[src/rtl/axi_burst_writer.sv]
// rtl/axi_burst_writer.sv - stream-to-AXI burst writer; AXI_BURST_WRITER_4K_SPLIT_EN keeps bursts inside 4KB pages
module axi_burst_writer #(
    parameter int AddressWidth   = 32,
    parameter int DataWidth      = 32,
    parameter int IDWidth        = 1,
    parameter int MaxBurstLen    = 16,
    parameter int FifoDepth      = 32,
    parameter int MaxOutstanding = 4
) (
    input  logic                    clk,
    input  logic                    reset,
    input  logic                    start,
    input  logic [AddressWidth-1:0] base_addr,
    input  logic [31:0]             total_words,
    input  logic [DataWidth-1:0]    in_data,
    input  logic                    in_valid,
    output logic                    in_ready,
    output logic                    busy,
    output logic                    done,
    output logic                    resp_err,
    output logic [AddressWidth-1:0] awaddr,
    output logic [IDWidth-1:0]      awid,
    output logic [7:0]              awlen,
    output logic [2:0]              awsize,
    output logic [1:0]              awburst,
    output logic                    awvalid,
    input  logic                    awready,
    output logic [DataWidth-1:0]    wdata,
    output logic [DataWidth/8-1:0]  wstrb,
    output logic [IDWidth-1:0]      wid,
    output logic                    wlast,
    output logic                    wvalid,
    input  logic                    wready,
    input  logic [IDWidth-1:0]      bid,
    input  logic [1:0]              bresp,
    input  logic                    bvalid,
    output logic                    bready
);

    localparam int Bytes   = DataWidth / 8;
    localparam int SizeLog = $clog2(Bytes);
    localparam int PtrW    = $clog2(FifoDepth);
    localparam int CntW    = $clog2(FifoDepth + 1);
    localparam int OstW    = $clog2(MaxOutstanding + 1);
    localparam int LenW    = $clog2(MaxBurstLen + 1);

    localparam logic [1:0] IDLE  = 2'd0;
    localparam logic [1:0] ADDR  = 2'd1;
    localparam logic [1:0] DATA  = 2'd2;
    localparam logic [1:0] DRAIN = 2'd3;

    logic [1:0]              state_q, state_d;
    logic [AddressWidth-1:0] addr_q, addr_d;
    logic [31:0]             remaining_q, remaining_d;
    logic [31:0]             accepted_q, accepted_d;
    logic [31:0]             total_q, total_d;
    logic [OstW-1:0]         ost_q, ost_d;
    logic                    resp_err_q, resp_err_d;
    logic [LenW-1:0]         len_q, len_d;
    logic [LenW-1:0]         beat_q, beat_d;
    logic [PtrW-1:0]         wr_ptr_q, wr_ptr_d;
    logic [PtrW-1:0]         rd_ptr_q, rd_ptr_d;
    logic [CntW-1:0]         count_q, count_d;
    logic [DataWidth-1:0]    mem_q [FifoDepth];

    logic        push, pop, aw_fire, b_fire;
    logic [31:0] len_c;
    logic        unused_bid;

    assign unused_bid = ^bid;

`ifdef AXI_BURST_WRITER_4K_SPLIT_EN
    logic [31:0] to_4k_c;
    assign to_4k_c = (32'h1000 - {20'b0, addr_q[11:0]}) >> SizeLog;
`endif

    always_comb begin
        len_c = (remaining_q < 32'(MaxBurstLen)) ? remaining_q : 32'(MaxBurstLen);
`ifdef AXI_BURST_WRITER_4K_SPLIT_EN
        if (to_4k_c < len_c) begin
            len_c = to_4k_c;
        end
`endif
    end

    // Outputs are gated by reset so they drop in the same cycle reset arrives.
    assign busy     = !reset && (state_q != IDLE);
    assign in_ready = busy && (count_q != CntW'(FifoDepth)) && (accepted_q < total_q);
    assign awvalid  = !reset && (state_q == ADDR) && (32'(count_q) >= len_c)
                      && (ost_q < OstW'(MaxOutstanding));
    assign awaddr   = addr_q;
    assign awlen    = 8'(len_c - 32'd1);
    assign awsize   = 3'(SizeLog);
    assign awburst  = 2'b01;
    assign awid     = '0;
    assign wid      = '0;
    assign wstrb    = '1;
    assign wvalid   = !reset && (state_q == DATA);
    assign wdata    = mem_q[rd_ptr_q];
    assign wlast    = wvalid && (beat_q == len_q - LenW'(1));
    assign bready   = !reset;
    assign done     = !reset && (state_q == DRAIN) && (ost_q == '0);
    assign resp_err = !reset && resp_err_q;

    assign push    = in_valid && in_ready;
    assign pop     = wvalid && wready;
    assign aw_fire = awvalid && awready;
    assign b_fire  = bvalid && bready;

    always_comb begin
        state_d     = state_q;
        addr_d      = addr_q;
        remaining_d = remaining_q;
        total_d     = total_q;
        len_d       = len_q;
        beat_d      = beat_q;
        wr_ptr_d    = push ? wr_ptr_q + PtrW'(1) : wr_ptr_q;
        rd_ptr_d    = pop ? rd_ptr_q + PtrW'(1) : rd_ptr_q;
        accepted_d  = push ? accepted_q + 32'd1 : accepted_q;
        case ({push, pop})
            2'b10:   count_d = count_q + CntW'(1);
            2'b01:   count_d = count_q - CntW'(1);
            default: count_d = count_q;
        endcase
        // Responses left over from an abandoned job must not underflow the counter.
        case ({aw_fire, b_fire})
            2'b10:   ost_d = ost_q + OstW'(1);
            2'b01:   ost_d = (ost_q != '0) ? ost_q - OstW'(1) : ost_q;
            default: ost_d = ost_q;
        endcase
        resp_err_d = resp_err_q | (b_fire && (bresp != 2'b00) && (state_q != IDLE));

        case (state_q)
            IDLE: begin
                if (start) begin
                    addr_d      = base_addr;
                    total_d     = total_words;
                    remaining_d = total_words;
                    accepted_d  = 32'd0;
                    resp_err_d  = 1'b0;
                    state_d     = (total_words == 32'd0) ? DRAIN : ADDR;
                end
            end
            ADDR: begin
                if (aw_fire) begin
                    len_d   = LenW'(len_c);
                    beat_d  = '0;
                    state_d = DATA;
                end
            end
            DATA: begin
                if (pop) begin
                    beat_d = beat_q + LenW'(1);
                    if (wlast) begin
                        addr_d      = addr_q + (AddressWidth'(len_q) << SizeLog);
                        remaining_d = remaining_q - 32'(len_q);
                        state_d     = (remaining_q == 32'(len_q)) ? DRAIN : ADDR;
                    end
                end
            end
            default: begin
                if (ost_q == '0) begin
                    state_d = IDLE;
                end
            end
        endcase
    end

    always_ff @(posedge clk) begin
        if (reset) begin
            state_q     <= IDLE;
            addr_q      <= '0;
            remaining_q <= '0;
            accepted_q  <= '0;
            total_q     <= '0;
            ost_q       <= '0;
            resp_err_q  <= 1'b0;
            len_q       <= '0;
            beat_q      <= '0;
            wr_ptr_q    <= '0;
            rd_ptr_q    <= '0;
            count_q     <= '0;
        end else begin
            state_q     <= state_d;
            addr_q      <= addr_d;
            remaining_q <= remaining_d;
            accepted_q  <= accepted_d;
            total_q     <= total_d;
            ost_q       <= ost_d;
            resp_err_q  <= resp_err_d;
            len_q       <= len_d;
            beat_q      <= beat_d;
            wr_ptr_q    <= wr_ptr_d;
            rd_ptr_q    <= rd_ptr_d;
            count_q     <= count_d;
        end
    end

    always_ff @(posedge clk) begin
        if (push) begin
            mem_q[wr_ptr_q] <= in_data;
        end
    end

endmodule

[config.mk]
export PLATFORM = sky130hd
export DESIGN_NAME = axi_burst_writer
export DESIGN_NICKNAME = d
export VERILOG_FILES = /design/src/rtl/axi_burst_writer.sv
export SDC_FILE = /design/constraint.sdc
export NUM_CORES = 1
export LEC_CHECK = 0
export ABC_AREA = 1
export ABC_CLOCK_PERIOD_IN_PS = 9500
export CAP_MARGIN = 20
export CELL_PAD_IN_SITES_DETAIL_PLACEMENT = 2
export CELL_PAD_IN_SITES_GLOBAL_PLACEMENT = 2
export CORE_MARGIN = 2
export CORE_UTILIZATION = 45
export DETAILED_ROUTE_END_ITERATION = 7
export PLACE_DENSITY_LB_ADDON = 0.1
export SYNTH_ARGS = -nofsm -noshare
export SYNTH_HDL_FRONTEND = slang
export SYNTH_SLANG_ARGS = --single-unit
export TNS_END_PERCENT = 1
[constraint.sdc]
create_clock -name clk -period 9.5 [get_ports clk]
set_clock_uncertainty 0.2 [all_clocks]
set_input_delay 1.425 -clock clk [delete_from_list [all_inputs] [get_ports clk]]
set_output_delay 1.425 -clock clk [all_outputs]
set_load 0.01 [all_outputs]
==> results of run 1 <==
-- through the flow --
| stage | area, sq um | hold WS, ps |
|---|---|---|
| after global placement | 53800 | 254 |
| after floorplan | 50500 | 233 |
-- logic make-up after synthesis --
group,share of synthesized area (%)
XOR/XNOR,0.903
buffers and inverters,3.89
AND/OR/NAND/NOR,11.9
other,0.0149
adder cells (fa/ha/maj),1.67
AO/OA/AOI/OAI,14.0
flip-flops,67.5
-- cells in the mapped netlist, types with 41 or more instances --
| master | instances | area share (%) |
|---|---|---|
| sky130_fd_sc_hd__clkbuf_1 | 239 | 1.8 |
| sky130_fd_sc_hd__a21oi_1 | 150 | 1.5 |
| sky130_fd_sc_hd__nand3_1 | 133 | 1.3 |
| sky130_fd_sc_hd__ha_1 | 61 | 1.5 |
| sky130_fd_sc_hd__dfxtp_1 | 165 | 6.6 |
| sky130_fd_sc_hd__nand2_1 | 389 | 2.9 |
| sky130_fd_sc_hd__o221ai_1 | 174 | 3.0 |
| sky130_fd_sc_hd__o22ai_1 | 87 | 1.1 |
| sky130_fd_sc_hd__nor2_1 | 842 | 6.3 |
| sky130_fd_sc_hd__nand4_1 | 46 | 0.57 |
| sky130_fd_sc_hd__inv_1 | 207 | 1.5 |
| sky130_fd_sc_hd__edfxtp_1 | 1024 | 61 |
| sky130_fd_sc_hd__o21ai_0 | 689 | 6.8 |
| sky130_fd_sc_hd__nor3_1 | 41 | 0.41 |
==> out/results.txt, run 1 <==
The die outline width was 339 microns; the detailed placement HPWL was 115 mm. The run stopped with a tool error. The floorplan has 122 rows. The synthesized instance count is 4506, and the synthesis-stage register bit count is 1189. The average cell area after synthesis works out to 11.2 sq um.

The tool reported: "[ERROR DPL-0033] detailed placement checks failed during check placement". In this run the vertical extent of the chip is 339 microns. The flow stopped in detailed placement (3_5_place_dp). The cell area that synthesis handed to floorplanning was 50400 sq um. For this run, the leading register cell type out of synthesis is sky130_fd_sc_hd__edfxtp_1. The tools report the count of warnings emitted by yosys as 0.

The logs give 45 for the number of distinct library cells after synthesis and 197 for the I/O pin total. Sequential cells were found to cover 67.5% of the synthesized design area. For the effective utilization at floorplan, the log shows 45.4%.

Routability-driven placement finished with a final weighted congestion of 0.788. Number of enable-type register cells in the synthesized netlist: 1024. The proportion of synthesized flip-flops having asynchronous set or reset was 0%.

Input and output buffers added on the ports amount to 184.
==> inputs of run 2 (changes only) <==
--- a/config.mk
+++ b/config.mk
@@ -8,12 +8,10 @@
 export ABC_AREA = 1
 export ABC_CLOCK_PERIOD_IN_PS = 9500
 export CAP_MARGIN = 20
-export CELL_PAD_IN_SITES_DETAIL_PLACEMENT = 2
-export CELL_PAD_IN_SITES_GLOBAL_PLACEMENT = 2
 export CORE_MARGIN = 2
-export CORE_UTILIZATION = 45
+export CORE_UTILIZATION = 40
 export DETAILED_ROUTE_END_ITERATION = 7
-export PLACE_DENSITY_LB_ADDON = 0.1
+export PLACE_DENSITY_LB_ADDON = 0.15
 export SYNTH_ARGS = -nofsm -noshare
 export SYNTH_HDL_FRONTEND = slang
 export SYNTH_SLANG_ARGS = --single-unit
==> run 2 against run 1 <==
Effect of this change:
- the run now ends clean
- synthesized cell count stayed put
- synthesized area stayed put
==> out/results.txt, run 2 <==
The flow ran to the end, and the final reports show no timing, DRC or antenna violations. Setup total negative slack on the finished layout was measured at 0 ps. For the worst setup path, the data arrival time is 5010 ps. The logs give 125000 sq um for the core region area and 23.7% for the worst-case headroom to the max-slew limit.

The cell with the most instances after synthesis is sky130_fd_sc_hd__edfxtp_1. Summed over all cells, the static leakage comes to 19.5 nW. The remaining routing DRC violations came out at 0.

Of all nets on the critical path, the largest fanout is 212. The cell family contributing the most delay on the critical path is buffers and inverters. Among all flip-flop cells after synthesis, the most frequent one is sky130_fd_sc_hd__edfxtp_1. The run gives 197 as the I/O pin total.

The floorplan step defined a die boundary enclosing 129000 sq um. The post-route fraction of the period consumed by the critical path was 69.8%; the number of failing hold endpoints at the final stage was 0. Quantity of I/O buffers inserted on ports: 184. The biggest area contributor in the post-synthesis netlist is sky130_fd_sc_hd__edfxtp_1. Walking the worst path, the cells encountered are buf_4 -> buf_12 -> o21ai_0 -> o22ai_1 -> nor2_1 -> nor2_1 -> o21ai_0 -> a32oi_1 -> clkdlybuf4s50_1. The tools report the post-CTS repair timing setup buffer count as 0. The top cell type by area accounts for 61.0% of the synthesized area. Across all setup checks in the final design, the least slack found is 2860 ps.

Setup repair after global routing left no endpoint under its margin. For this design, the slowest cell found on the critical path is sky130_fd_sc_hd__dfxtp_4. Number of levels the H-tree was split into: 4. For this design, the sink count on the clock tree is 1189.

For this run, asynchronously set or reset flops after synthesis account for 0%. First-pass GRT wire length: 222 mm. Gates resized during post-CTS repair numbered 0. STA classifies the critical path startpoint as a flop.

The floorplan has 130 rows. The logs give 10 for the number of antenna violations at the first check in global routing and 50400 sq um for the netlist area before placement. For flop-to-flop paths, the worst setup slack is 4570 ps. The total wire length was 151 mm. For the top achievable clock speed, the log shows 151 MHz. The tools report the number of global-route vias before repair as 33557.

TritonCTS built the clock tree. The number of distinct library cells after synthesis came out at 45. The path class of the tightest hold or removal check is reg2reg.

CTS placed an instance of sky130_fd_sc_hd__clkbuf_16 at the clock tree root. Data on the critical path is required at its endpoint by 7880 ps. For this run, the number of Yosys warnings is 0. OpenSTA, run right after detailed placement, puts the worst setup slack at 3580 ps. Synthesis inferred 1189 register bits. Setup violations remaining at the end of the flow were counted as 0. The final layout net count was 4785. The number of buffers and inverters on the critical path is 3.

Leaving out fill and tap cells, the most frequent cell in the layout is sky130_fd_sc_hd__edfxtp_1. Max-cap violations in this run came to 0. Routability-driven placement finished with a final weighted congestion of 0.853.

After detailed routing, the number of vias per cell comes to 5.58. After synthesis, flip-flops and latches occupy 67.5% of the total area. The count of nets left with antenna violations once routing finished came out at 0. The tools report the critical path capture point type as an output pin. The share of final-layout standard cells stronger than drive strength 1 was 6.56%. Once the floorplan was initialized, standard cells occupied 40.2% of the core. The register with the most flip-flops in the layout has 1024 of them.

After filler insertion, the fill cell instance count of the layout stands at 11513. By count the netlist is led by sky130_fd_sc_hd__edfxtp_1 (1024), sky130_fd_sc_hd__nor2_1 (842), sky130_fd_sc_hd__o21ai_0 (689), sky130_fd_sc_hd__nand2_1 (389), sky130_fd_sc_hd__clkbuf_1 (239). The final number of max-transition violations is 0. The logs give 3 for the maximum clock path buffer count and 0.000196 V for the worst vdd rail ir drop. The tools report the count of hold-fix buffers inserted at cts as 0. The CTS buffer count is 133, and the clock transition at the registers of the reported paths is 70 ps. Relative to the synthesized area, the layout overhead comes to 15.7%. In the global route stage, overall resource usage came out at 23.0%. The average cell area after synthesis is 11.2 sq um, and the latest clock arrival within the worst-skew pair is 770 ps.

After technology mapping, the gate count stands at 4506. More flip-flops sit in one register than any other, and that register is mem_q. The total overflow left after global routing is 0. The routed layout has 35532 vias. Yosys mapped a number of flops with a built-in enable equal to 1024. For this design the ratio of total power to cell area is 227 nW/um^2. Start-to-end type of the worst setup path: reg2out.

The maximum number of pins on one net before global-route repair was 213; the transition time of the tightest slew-check pin was 1140 ps. The run gives 3778 as the violation count after the first detailed-route iteration. Critical path's largest stage delay: 780 ps. From bottom edge to top edge, the die measures 359 microns. The die outline width is 359 microns, and the detailed placement HPWL is 79.9 mm. The smallest clock period supported by the final layout is computed as 6640 ps. After synthesis, the cell types taking the most area are sky130_fd_sc_hd__edfxtp_1 (61%), sky130_fd_sc_hd__o21ai_0 (6.8%), sky130_fd_sc_hd__dfxtp_1 (6.6%). The wire length per cell after detailed routing works out to 23.8 microns. The library cells used most frequently in the layout, excluding fill and tap cells, are sky130_fd_sc_hd__edfxtp_1 (1024), sky130_fd_sc_hd__nor2_1 (810), sky130_fd_sc_hd__o21ai_0 (689). For this run, the detailed router's first-pass iteration total came to 5.
## run 2: power by group
part           internal, W  switching, W
registers          0.00588      0.000217
clock network      0.00279       0.00215
logic             0.000769       0.00144
## run 2: routing by layer
metal	GRT usage [%]	part of all wire (%)
met3	4.33	6.5
met4	7.26	2.6
met1	31.8	44
met5	0	0.011
met2	36.6	46
## run 2: through the flow
step	instance area, sq um	cells	util [%]	power, W	hold slack (ps)
2_1_floorplan	50500	4516	-	0.00758	233
3_5_place_dp	54000	6121	43.1	0.00840	253
6_report	58300	6365	46.5	0.0132	270
5_1_grt	58300	6361	46.5	0.0138	315
4_1_cts	58100	6351	46.3	0.0133	273
3_3_place_gp	54000	6121	43.1	0.00838	252
## run 2: logic make-up (layout without fill, tap and decap cells)
kind of cell	after synthesis	count (layout)	share of synthesized area [%]
adder cells (fa/ha/maj)	65	65	1.67
flip-flops	1189	1189	67.5
XOR/XNOR	52	52	0.903
AND/OR/NAND/NOR	1485	1485	11.9
other	2	18	0.0149
buffers and inverters	502	695	3.89
AO/OA/AOI/OAI	1211	1211	14.0
## run 2: final timing paths
| kind | to | depth (start not counted) | start |
|---|---|---|---|
| min reg2reg | rd_ptr_q[4] | 2 | rd_ptr_q[4] |
| min | rd_ptr_q[4] | 2 | rd_ptr_q[4] |
| max reg2reg | mem_q[17][6] | 10 | state_q[0] |
| max | wdata[18] | 9 | flop |
## run 2: final cells by class
class	instances	area, sq um	area share, %
Sequential cell	1189	34100	58.4
Multi-Input combinational cell	2825	14700	25.2
Clock buffer	160	3470	5.95
Timing Repair Buffer	252	2550	4.38
Tap cell	1650	2060	3.54
Inverter	213	822	1.41
Clock inverter	70	642	1.10
Antenna cell	6	15.0	0.0257
## run 2: worst register-to-register path: stages, from the launching register on
cell and delay, ps:
sky130_fd_sc_hd__dfxtp_1 380, sky130_fd_sc_hd__inv_2 90, sky130_fd_sc_hd__nand2_2 350, sky130_fd_sc_hd__inv_2 210
sky130_fd_sc_hd__nor3_4 590, sky130_fd_sc_hd__nand3_1 330, sky130_fd_sc_hd__nor2_2 140, sky130_fd_sc_hd__buf_4 300
sky130_fd_sc_hd__nand2_1 540, sky130_fd_sc_hd__nor2_4 840, sky130_fd_sc_hd__buf_4 580
No activity file was read; power rests on OpenSTA's default activity.
==> inputs of run 3 (changes only) <==
--- a/config.mk
+++ b/config.mk
@@ -6,7 +6,7 @@
 export NUM_CORES = 1
 export LEC_CHECK = 0
 export ABC_AREA = 1
-export ABC_CLOCK_PERIOD_IN_PS = 9500
+export ABC_CLOCK_PERIOD_IN_PS = 6400
 export CAP_MARGIN = 20
 export CORE_MARGIN = 2
 export CORE_UTILIZATION = 40
==> constraint.sdc (replaced) <==
create_clock -name clk -period 6.4 [get_ports clk]
set_clock_uncertainty 0.2 [all_clocks]
set_input_delay 0.96 -clock clk [delete_from_list [all_inputs] [get_ports clk]]
set_output_delay 0.96 -clock clk [all_outputs]
set_load 0.01 [all_outputs]
==> run 3 against run 2 <==
Effect of this change:
- final cell count grew 0.38%
- power grew 48%
- hold slack lost 4.4 ps
- first-iteration DRC count grew 0.66%
- wire length shrank 0.12%
- non-clock buffer count grew 23
- die area is the same
- combinational power grew 50%
- critical path depth grew 1
- worst setup slack lost 1900 ps
==> out/results.txt, run 3 (same netlist as run 2, synthesis figures left out) <==
The kind of cell adding the most delay to the critical path was buffers and inverters. The die covers 129000 sq um. In this run the number of H-tree levels came out at 4. The run finished with clean final reports. The register with the most flip-flops in the layout has 1024 of them.

In this design, the stage delay of the slowest critical-path cell is 670 ps. The routability congestion estimate from global placement is 0.857. The worst setup path is of the reg2out kind. After detailed routing, the number of vias per cell comes to 5.60. The worst register-to-register path has a setup slack of 1810 ps. For the final routed database, the setup TNS stands at 0 ps.

Number of antenna violations at the first check in global routing: 9. Switching portion of total power: 29.1%. For the remaining routing DRC violations, the log shows 0. Clock root buffer master: sky130_fd_sc_hd__clkbuf_16.

The library cell used most frequently in the layout, excluding fill and tap cells, is sky130_fd_sc_hd__edfxtp_1. The run gives 5240 ps as the required time of the worst setup path. The logic gate share of total power was 16.9%. The worst hold path begins at rd_ptr_q[4]. Across the VDD grid, the largest voltage drop is 0.000281 V. In this run the critical register-to-register path is captured at mem_q[13][0].

Row generation in the floorplan step produced 130 rows. The logs give 770 ps for the latest clock arrival within the worst-skew pair and 0 for the number of instances resized during post-cts repair. Power spread over the standard cell area amounts to 333 nW/um^2.

The reported leakage power was 19.6 nW. The worst path in the final design needs a cycle of 5420 ps, including I/O delays and setup. The analysis attributes to net switching a power of 0.00568 W.

The post-CTS repair timing setup buffer count is 0. Ranked by flip-flop count, first place goes to mem_q. The I/O pin total came out at 197. In this run, post-CTS hold repair placed 0 buffers. The logs give 6 for the detailed-routing iteration count for the pre-antenna-repair pass and 125000 sq um for the core region area. The run gives 224 mm as the first-pass GRT wire length.

The initial utilization of the core area, before any placement, comes to 40.2%. The number of cells traversed by the worst hold path is 2. The tools report the maximum clock path buffer count as 3.

In the final layout, the share of cells above drive strength 1 is 6.88%. The logs give 0 for the final number of max-transition violations and 132 for the CTS buffer count. For the number of failing hold endpoints at the final stage, the log shows 0. The final-layout fill cell count was 11417; the total wire length was 151 mm. The utilization of the core after routing was 46.8%; the share of total power in the clock network was 36.8%.

The final layout net count is 4807, and the wire length per cell after detailed routing is 23.6 microns. The highest net fanout along the worst path is 130, and the post-route fraction of the period consumed by the critical path is 84.8%. The die outline width came out at 359 microns. The tightest min-delay check is of the reg2reg type. The number of setup violations in the final report is 0, and the top achievable clock speed is 184 MHz. The violation count after the first detailed-route iteration was 3803. The launching element type of the critical path was a flop.

The tools report the worst-case headroom to the max-slew limit as 25.4%. For this run the aggregate overflow at the end of global routing stands at 0. The final route contains 35782 vias. In the layout the commonest cells are sky130_fd_sc_hd__edfxtp_1 (1024), sky130_fd_sc_hd__nor2_1 (810), sky130_fd_sc_hd__o21ai_0 (689). Entering global routing, the biggest net connects 200 pins. The tools report the sequential cell fraction of total power as 46.3%. TritonCTS built the clock tree. The depth of the worst register-to-register path was 9.

Counting both buffers and inverters, the worst setup path holds a total of 4. For the number of global-route vias before repair, the log shows 33789. Setup repair after global routing left no endpoint under its margin. Walking the worst path, the cells encountered are inv_8 -> buf_12 -> buf_4 -> o21ai_0 -> o22ai_1 -> nor2_1 -> nor2_1 -> o21ai_0 -> a32oi_1 -> clkdlybuf4s50_1. For the critical path data arrival time, the log shows 4260 ps. The max capacitance violation total came out at 0. In this run the remaining antenna-violating nets after routing total 0. The clock sink total was 1189; the combined global-route utilization of all metal layers was 23.1%. Measured along the y axis, the die boundary spans 359 microns. During placement, the flow inserted port buffers numbering 184. Internal power comes to 0.0139 W. The critical path capture point type is an output pin. The cell with the biggest individual delay on the critical path is sky130_fd_sc_hd__inv_8. The HPWL after detailed placement is 82.9 mm.

The transition time of the tightest slew-check pin is 1110 ps. In this run the critical register-to-register path is launched from state_q[0]. Clock-pin slew was measured on the worst setup and hold paths at 60 ps.

The area growth from synthesis to layout is 16.5%.
run 3: through the flow:
stage	worst slack [ps]	hold slack [ps]	instances	area (sq um)	power, W
after floorplan	2530	233	4516	50500	0.0113
after global placement	1610	253	6144	54500	0.0125
after detailed placement	1640	255	6145	54500	0.0125
after CTS	946	269	6379	58600	0.0197
after global routing	783	281	6386	58700	0.0204
final	976	265	6389	58700	0.0195
run 3: area by class of cell:
cell class / count / area [sq um] / share of cell area [%]
sequential: 1189 / 34100 / 58.0
multi-input combinational: 2825 / 14700 / 25.0
clock buffer: 168 / 3440 / 5.85
timing repair buffer: 275 / 3020 / 5.15
tap: 1650 / 2060 / 3.51
inverter: 213 / 822 / 1.40
clock inverter: 66 / 629 / 1.07
antenna: 3 / 7.51 / 0.0128
run 3: worst reg2reg max path, stage by stage, from the launching register on:
cell,delay [ps]
sky130_fd_sc_hd__dfxtp_1,380
sky130_fd_sc_hd__inv_2,80
sky130_fd_sc_hd__nand2_2,350
sky130_fd_sc_hd__inv_2,200
sky130_fd_sc_hd__nor3_4,560
sky130_fd_sc_hd__nand3_1,210
sky130_fd_sc_hd__nor2_2,360
sky130_fd_sc_hd__nand2_1,550
sky130_fd_sc_hd__nor2_4,980
sky130_fd_sc_hd__buf_4,400
run 3: how the worst max path moves through the flow:
stage          start           end  cells after the start
2_1_floorplan  reset  mem_q[11][0]                      6
3_3_place_gp   reset  mem_q[13][0]                      7
3_5_place_dp   reset  mem_q[13][0]                      7
4_1_cts         flop     wdata[18]                      8
5_1_grt         flop      wdata[3]                     10
6_report        flop     wdata[14]                     10
run 3: routing by layer:
| metal | global-route usage, % | routed length [microns] | vias to the layer above |
|---|---|---|---|
| li1 | - | - | 16646 |
| met1 | 32.8 | 68400 | 17787 |
| met5 | 0 | 13 | - |
| met3 | 3.42 | 8830 | 208 |
| met2 | 37.2 | 70800 | 1139 |
| met4 | 6.02 | 2970 | 2 |
run 3: power groups by stage:
stage	registers, W	clock network, W	logic [W]
floorplan	0.00913	0	0.00212
global placement	0.00920	0	0.00328
detailed placement	0.00920	0	0.00330
CTS	0.00904	0.00732	0.00332
global route	0.00909	0.00764	0.00371
finish	0.00905	0.00719	0.00331
